### src/rtl/tacky_fpu_pkg.sv
// Shared opcodes, float constants and 16-bit float helpers (1 sign, 8 exponent, 7 mantissa).
// The reciprocal helper exists only when FPU_ARB_DIV_EN is defined.
package tacky_fpu_pkg;
    localparam int FLOAT   = 16;
    localparam int LAT_DEF = 1;

    typedef logic [FLOAT-1:0] float_t;

    typedef enum logic [2:0] {
        OP_ADD   = 3'd0, OP_SUB = 3'd1, OP_MUL = 3'd2, OP_DIV = 3'd3,
        OP_SHIFT = 3'd4, OP_SLT = 3'd5, OP_I2F = 3'd6, OP_F2I = 3'd7
    } op_t;

    localparam float_t FZERO  = 16'h0000;
    localparam float_t F32767 = 16'h7fff;  // saturated integer result of f2i
    localparam float_t F32768 = 16'h4700;  // first float magnitude that f2i saturates

    // Zero flush on exponent underflow, largest finite value on overflow.
    function automatic float_t fpack(input logic s, input logic signed [9:0] e, input logic [6:0] m);
        if (e <= 10'sd0) return FZERO;
        else if (e >= 10'sd255) return {s, 15'h7f7f};
        else return {s, e[7:0], m};
    endfunction

    function automatic float_t fadd(input float_t a, input float_t b);
        float_t x, y;
        logic [11:0] mx, my, s;
        logic [7:0] d;
        logic signed [9:0] e;
        if (a[14:7] == 8'd0) return (b[14:7] == 8'd0) ? FZERO : b;
        if (b[14:7] == 8'd0) return a;
        if (a[14:0] >= b[14:0]) begin x = a; y = b; end
        else begin x = b; y = a; end
        d  = x[14:7] - y[14:7];
        mx = {1'b0, 1'b1, x[6:0], 3'b000};
        my = (d > 8'd10) ? 12'd0 : ({1'b0, 1'b1, y[6:0], 3'b000} >> d);
        e  = signed'({2'b00, x[14:7]});
        s  = (x[15] == y[15]) ? (mx + my) : (mx - my);
        if (s == 12'd0) return FZERO;
        if (s[11]) begin s = s >> 1; e = e + 10'sd1; end
        for (int i = 0; i < 10; i++) begin
            if (!s[10]) begin s = s << 1; e = e - 10'sd1; end
        end
        return fpack(x[15], e, s[9:3]);
    endfunction

    function automatic float_t fmul(input float_t a, input float_t b);
        logic [15:0] p;
        logic signed [9:0] e;
        if (a[14:7] == 8'd0 || b[14:7] == 8'd0) return FZERO;
        p = {8'd0, 1'b1, a[6:0]} * {8'd0, 1'b1, b[6:0]};
        e = signed'({2'b00, a[14:7]}) + signed'({2'b00, b[14:7]}) - 10'sd127;
        if (p[15]) return fpack(a[15] ^ b[15], e + 10'sd1, p[14:8]);
        return fpack(a[15] ^ b[15], e, p[13:7]);
    endfunction

`ifdef FPU_ARB_DIV_EN
    function automatic float_t frecip(input float_t b);
        logic [16:0] q;
        if (b[14:7] == 8'd0) return {b[15], 15'h7f7f};
        if (b[6:0] == 7'd0) return fpack(b[15], 10'sd254 - signed'({2'b00, b[14:7]}), 7'd0);
        q = 17'h10000 / {9'd0, 1'b1, b[6:0]};
        return fpack(b[15], 10'sd253 - signed'({2'b00, b[14:7]}), q[7:1]);
    endfunction
`endif

    function automatic float_t fshift(input float_t a, input logic [15:0] b);
        logic signed [17:0] e;
        if (a[14:7] == 8'd0) return FZERO;
        e = signed'({10'd0, a[14:7]}) + signed'({{2{b[15]}}, b});
        if (e <= 18'sd0) return FZERO;
        if (e >= 18'sd255) return {a[15], 15'h7f7f};
        return {a[15], e[7:0], a[6:0]};
    endfunction

    // Monotonic unsigned key; both zeros map to the same key.
    function automatic logic [15:0] fkey(input float_t x);
        if (x[14:7] == 8'd0) return 16'h8000;
        return x[15] ? ~x : {1'b1, x[14:0]};
    endfunction

    function automatic float_t fslt(input float_t a, input float_t b);
        return (fkey(a) < fkey(b)) ? 16'h0001 : FZERO;
    endfunction

    function automatic float_t i2f(input logic [15:0] b);
        logic [15:0] v;
        logic [7:0] e;
        if (b == 16'd0) return FZERO;
        v = b[15] ? (~b + 16'd1) : b;
        e = 8'd142;
        for (int i = 0; i < 15; i++) begin
            if (!v[15]) begin v = v << 1; e = e - 8'd1; end
        end
        return {b[15], e, v[14:8]};
    endfunction

    function automatic float_t f2i(input float_t b);
        logic [23:0] v;
        if (b[15] || b[14:7] < 8'd127) return FZERO;
        if (b[14:0] >= F32768[14:0]) return F32767;
        v = {16'd0, 1'b1, b[6:0]} << (b[14:7] - 8'd127);
        return v[22:7];
    endfunction
endpackage

### src/rtl/fpu_core.sv
// Combinational op-select over the shared float units; FPU_ARB_DIV_EN adds the
// reciprocal / multiply-by-reciprocal divide passes.
module fpu_core
    import tacky_fpu_pkg::*;
(
    input  logic [2:0]       op,
    input  logic [FLOAT-1:0] a,
    input  logic [FLOAT-1:0] b,
`ifdef FPU_ARB_DIV_EN
    input  logic             div2,
    input  logic [FLOAT-1:0] recip,
`endif
    output logic [FLOAT-1:0] res
);
    // Result mux; the divide first pass yields recip(b), the second a*recip.
    always_comb begin
        res = FZERO;
        case (op)
            OP_ADD:   res = fadd(a, b);
            OP_SUB:   res = fadd(a, b ^ 16'h8000);
            OP_MUL:   res = fmul(a, b);
`ifdef FPU_ARB_DIV_EN
            OP_DIV:   res = div2 ? fmul(a, recip) : frecip(b);
`else
            OP_DIV:   res = FZERO;
`endif
            OP_SHIFT: res = fshift(a, b);
            OP_SLT:   res = fslt(a, b);
            OP_I2F:   res = i2f(b);
            OP_F2I:   res = f2i(b);
            default:  res = FZERO;
        endcase
    end
endmodule

### src/rtl/fpu_arbiter.sv
// Two-lane round-robin arbiter sequencing one shared float datapath.
// FPU_ARB_DIV_EN enables the two-pass divide (DIV2 state); otherwise div returns zero.
module fpu_arbiter
    import tacky_fpu_pkg::*;
#(
    parameter int LAT = LAT_DEF
) (
    input  logic             clk,
    input  logic             reset,
    input  logic             req0,
    input  logic [2:0]       op0,
    input  logic [FLOAT-1:0] a0,
    input  logic [FLOAT-1:0] b0,
    input  logic             req1,
    input  logic [2:0]       op1,
    input  logic [FLOAT-1:0] a1,
    input  logic [FLOAT-1:0] b1,
    output logic             gnt0,
    output logic             gnt1,
    output logic             done0,
    output logic             done1,
    output logic [FLOAT-1:0] res0,
    output logic [FLOAT-1:0] res1,
    output logic             busy
);
`ifdef FPU_ARB_DIV_EN
    typedef enum logic [1:0] {IDLE = 2'd0, EXEC = 2'd1, DIV2 = 2'd2} state_t;
`else
    typedef enum logic [1:0] {IDLE = 2'd0, EXEC = 2'd1} state_t;
`endif

    state_t           state;
    logic [3:0]       cnt;
    logic             lane;
    logic             prefer1;
    logic [2:0]       op_q;
    logic [FLOAT-1:0] a_q;
    logic [FLOAT-1:0] b_q;
    logic [FLOAT-1:0] core_res;
`ifdef FPU_ARB_DIV_EN
    logic [FLOAT-1:0] recip_q;
`endif

    // prefer1 is set after lane 0 wins, so a tie goes to the lane not served last.
    assign gnt0 = !reset && (state == IDLE) && req0 && (!req1 || !prefer1);
    assign gnt1 = !reset && (state == IDLE) && req1 && (!req0 || prefer1);
    assign busy = !reset && (state != IDLE);

    fpu_core u_core (
        .op    (op_q),
        .a     (a_q),
        .b     (b_q),
`ifdef FPU_ARB_DIV_EN
        .div2  (state == DIV2),
        .recip (recip_q),
`endif
        .res   (core_res)
    );

    // Sequencer: capture on grant, count LAT per pass, publish result on the owning lane.
    always_ff @(posedge clk) begin
        if (reset) begin
            state   <= IDLE;
            cnt     <= 4'd0;
            lane    <= 1'b0;
            prefer1 <= 1'b0;
            op_q    <= 3'd0;
            a_q     <= FZERO;
            b_q     <= FZERO;
            done0   <= 1'b0;
            done1   <= 1'b0;
            res0    <= FZERO;
            res1    <= FZERO;
`ifdef FPU_ARB_DIV_EN
            recip_q <= FZERO;
`endif
        end else begin
            done0 <= 1'b0;
            done1 <= 1'b0;
            case (state)
                IDLE: begin
                    if (gnt0 || gnt1) begin
                        lane    <= gnt1;
                        prefer1 <= gnt0;
                        op_q    <= gnt1 ? op1 : op0;
                        a_q     <= gnt1 ? a1 : a0;
                        b_q     <= gnt1 ? b1 : b0;
                        cnt     <= 4'(LAT);
                        state   <= EXEC;
                    end
                end
                EXEC: begin
                    if (cnt != 4'd1) begin
                        cnt <= cnt - 4'd1;
`ifdef FPU_ARB_DIV_EN
                    end else if (op_q == OP_DIV) begin
                        recip_q <= core_res;
                        cnt     <= 4'(LAT);
                        state   <= DIV2;
`endif
                    end else begin
                        if (lane) begin done1 <= 1'b1; res1 <= core_res; end
                        else      begin done0 <= 1'b1; res0 <= core_res; end
                        state <= IDLE;
                    end
                end
`ifdef FPU_ARB_DIV_EN
                DIV2: begin
                    if (cnt != 4'd1) begin
                        cnt <= cnt - 4'd1;
                    end else begin
                        if (lane) begin done1 <= 1'b1; res1 <= core_res; end
                        else      begin done0 <= 1'b1; res0 <= core_res; end
                        state <= IDLE;
                    end
                end
`endif
                default: state <= IDLE;
            endcase
        end
    end
endmodule

### config.mk
export PLATFORM = sky130hd
export DESIGN_NAME = fpu_arbiter
export DESIGN_NICKNAME = d
export VERILOG_FILES = /design/src/rtl/tacky_fpu_pkg.sv /design/src/rtl/fpu_core.sv /design/src/rtl/fpu_arbiter.sv
export SDC_FILE = /design/constraint.sdc
export NUM_CORES = 1
export LEC_CHECK = 0
export ABC_AREA = 1
export BUFFER_PORTS_ARGS = -buffer_cell sky130_fd_sc_hd__buf_2
export CORE_MARGIN = 10
export CORE_UTILIZATION = 55
export DETAILED_ROUTE_END_ITERATION = 8
export PLACE_DENSITY_LB_ADDON = 0.1
export REMOVE_ABC_BUFFERS = 1
export SYNTH_ARGS = -nofsm -noshare
export SYNTH_HDL_FRONTEND = slang
export SYNTH_SLANG_ARGS = --single-unit
export TNS_END_PERCENT = 1
### constraint.sdc
create_clock -name clk -period 12.7 [get_ports clk]
set_clock_uncertainty 0.05 [all_clocks]
set_input_delay 0.635 -clock clk [delete_from_list [all_inputs] [get_ports clk]]
set_output_delay 0.635 -clock clk [all_outputs]
set_load 0.1 [all_outputs]
==> results.py <==
metrics = {
    "status": {
        "outcome": "finished clean",
    },
    "cts": {
        "clock_sinks": 76,
        "cts_buffer_depth": 2,
        "cts-hold-fix-buffers": 0,
        "cts_tree": "done",
        "insertion_delay_ps": 360,
        "htree_levels": 3,
        "cts_buffers": 9,
        "clk_pin_slew_ps": 70,
        "cts_root_buffer": "clkbuf_16",
    },
    "worst_setup_path": {
        "cp_num_buf_inv": 12,
        "cp-end-kind": "flip-flop",
        "crit_path_top_delay_cell": "ha_2",
        "cp_data_arrival_time_ps": 11790,
        "cp.required_ps": 12860,
        "worstSetupPathType": "reg -> reg",
        "slowest_delay_ps": 440,
        "cp-start-kind": "flip-flop",
        "cp_common_cell": "nand2_1",
        "crit_family": "simple AND/OR/NAND/NOR gates",
        "crit_fanout": 11,
    },
    "finish": {
        "multi_input_comb_area_um2": 17000,
        "syn2layout_area_growth_pct": 7.91,
        "nFillCells": 4139,
        "ff_latch_area_um2": 1520,
        "stdcell_area_um2": 22700,
        "final_util": 0.602,
        "fin_nets": 4205,
        "drive_above_1_share": 0.126,
    },
    "flow_run": {
        "cap_violations": 0,
    },
    "power_and_ir_drop": {
        "power_frac_seq": 0.046,
        "p_clk_frac": 0.046,
        "leakage_uw": 0.0121,
        "peakVddDrop_v": 0.000152,
        "p_int_uw": 2010,
        "switching_share": 0.657,
        "p_comb_frac": 0.908,
        "power.density_nw_per_um2": 258,
        "switchingPower_uw": 3850,
    },
    "placed_design": {
        "pre_cts_ws_ps": 180,
        "port_buffers": 110,
        "place_congestion": 1.03,
        "post_dp_cell_area_um2": 22200,
        "dp_hpwl_um": 60600,
    },
    "logic_synthesis": {
        "yosys_register_bits": 76,
        "synthFlopType": "dfxtp_1",
        "yosysSeqAreaShare": 0.0724,
        "syn_area_per_cell_um2": 5.44,
        "synthesis.area_um2": 21000,
        "synth_async_sr_flop_share": 0,
        "synthDistinctLibCells": 71,
        "synth-edff-count": 0,
        "yosys_warnings": 0,
        "synth_cells": 3864,
    },
    "drt": {
        "first_iter_violations": 2217,
        "via_per_inst": 5.55,
        "finalWirelength_um": 74500,
        "dr.pass1.iters": 6,
        "wl_per_cell_um": 16.7,
        "vias": 24800,
        "ant_nets": 0,
        "drc_errors": 0,
    },
    "floorplanning": {
        "die_y_um": 216,
        "core_area_um2": 37700,
        "placementRows": 71,
        "die_width_um": 216,
        "ios": 111,
        "start_util": 0.558,
        "die-area_um2": 46400,
    },
    "global_route": {
        "grt_max_degree": 45,
        "grt_pass1_vias": 23000,
        "grt_usage": 0.310,
        "antenna_found_initial": 0,
        "grt_pass1_wl_um": 119000,
        "overflow": 0,
    },
    "sta": {
        "fin_hold_ws_ps": 415,
        "finalCriticalPeriod_ps": 11630,
        "setup_viol_count_final": 0,
        "max_freq_ghz": 0.0860,
        "finalHoldViolations": 0,
        "finalSetupTns_ps": 0,
        "drv_slew": 0,
        "period_share": 0.916,
        "setup_slack_ps": 1070,
        "worstMarginPinSlew_ps": 1050,
        "relSlewSlack": 0.296,
    },
    "hold_path": {
        "hp-class": "reg -> reg",
    },
}
[sequential cells by signal, indices dropped and copies added, names as in the netlist]
signal	flops
done0	1
b_q	16
prefer1	1
op_q	3
done1	1
a_q	16
cnt	4
res0	16
res1	16
state	1
lane	1
[cells in the final DEF, fill, tap and decap left out, types with 14 or more instances in the layout]
cell,Yosys,routed
nor2_2,35,37
a21oi_1,189,189
nand2_1,1228,1226
dfxtp_1,76,76
nor4_1,19,19
o21ai_1,25,24
nand2_2,83,84
o21ai_2,9,14
nor2_1,349,347
nand4_1,63,63
clkinv_1,18,18
o211ai_1,15,15
xor2_1,67,66
inv_1,454,454
ha_1,141,135
a221oi_1,14,14
o21ai_0,268,264
buf_2,15,110
nand3_2,26,27
fa_1,38,38
o21bai_1,46,46
nand3_1,289,288
inv_2,62,62
o22ai_1,14,14
nor3_1,54,51
buf_4,12,80
[through the flow]
step           instances  power [uW]
2_1_floorplan       3750        4280
3_3_place_gp        4442        5420
3_5_place_dp        4442        5440
4_1_cts             4458        5730
5_1_grt             4468        6630
6_report            4469        5860
[worst paths after layout]
check | startpoint | endpoint | slack [ps] | cells past startpoint
worst min-delay path | cnt[3] | cnt[3] | 410 | 2
worst max register to register | b_q[13] | res1[1] | 1070 | 82
worst min register to register | cnt[3] | cnt[3] | 410 | 2
worst max-delay path | b_q[13] | res1[1] | 1070 | 82
[routing by layer]
metal  track usage  vias up  wire length [um]
met5             0        -                 0
met4         0.138        0              3550
met3        0.0410      186              5190
met2         0.527      922             34300
met1         0.382    11000             31400
li1              -    12700                 -
[area by class of cell]
type | instances | area share
timing repair buffer | 191 | 0.0516
inverter | 538 | 0.0895
antenna | 1 | 0.000110
clock buffer | 10 | 0.0101
clock inverter | 6 | 0.00320
multi-input combinational | 3136 | 0.750
tap | 511 | 0.0282
sequential | 76 | 0.0671
[worst min-delay path, cell delays in order, from the launching register on]
cell and delay, ps:
dfxtp_1 310, nand2_1 60, a21oi_1 50
[power groups by stage]
stage / combinational (uW) / clock, uW / sequential, uW
2_1_floorplan: 3960 / 0 / 317
3_3_place_gp: 5150 / 0 / 273
3_5_place_dp: 5170 / 0 / 273
4_1_cts: 5190 / 271 / 267
5_1_grt: 6090 / 279 / 270
6_report: 5320 / 270 / 269
[synth_stat cells, types with 13 or more instances]
master / n / area, um2
nor4_1: 19 / 119
nand3_1: 289 / 1450
o21ai_1: 25 / 125
nand4_1: 63 / 394
inv_2: 62 / 233
nor3_1: 54 / 270
o22ai_1: 14 / 87.6
nor2_2: 35 / 219
clkbuf_1: 68 / 255
a21oi_1: 189 / 946
nor2_1: 349 / 1310
nand2_2: 83 / 519
nand2_1: 1228 / 4610
o21ai_0: 268 / 1340
fa_1: 38 / 761
o21bai_1: 46 / 345
or2_2: 13 / 81.3
buf_2: 15 / 75.1
a221oi_1: 14 / 123
nand3_2: 26 / 260
xor2_1: 67 / 587
clkinv_1: 18 / 67.6
o211ai_1: 15 / 113
dfxtp_1: 76 / 1520
ha_1: 141 / 1760
inv_1: 454 / 1700
[logic make-up after synthesis]
| logic type | Yosys count | share of synthesized area |
|---|---|---|
| flops | 76 | 0.0724 |
| compound gates | 659 | 0.180 |
| fa+ha+maj | 179 | 0.120 |
| mux | 3 | 0.00143 |
| buf+inv | 652 | 0.124 |
| simple gates | 2214 | 0.467 |
| xor+xnor | 81 | 0.0348 |
[what timing repair did]
action | CTS | global route
gates resized for setup | 0 | 29
setup buffers | 0 | 10
endpoints found under the setup margin | 0 | 32
(Power assumes the default switching activity.)
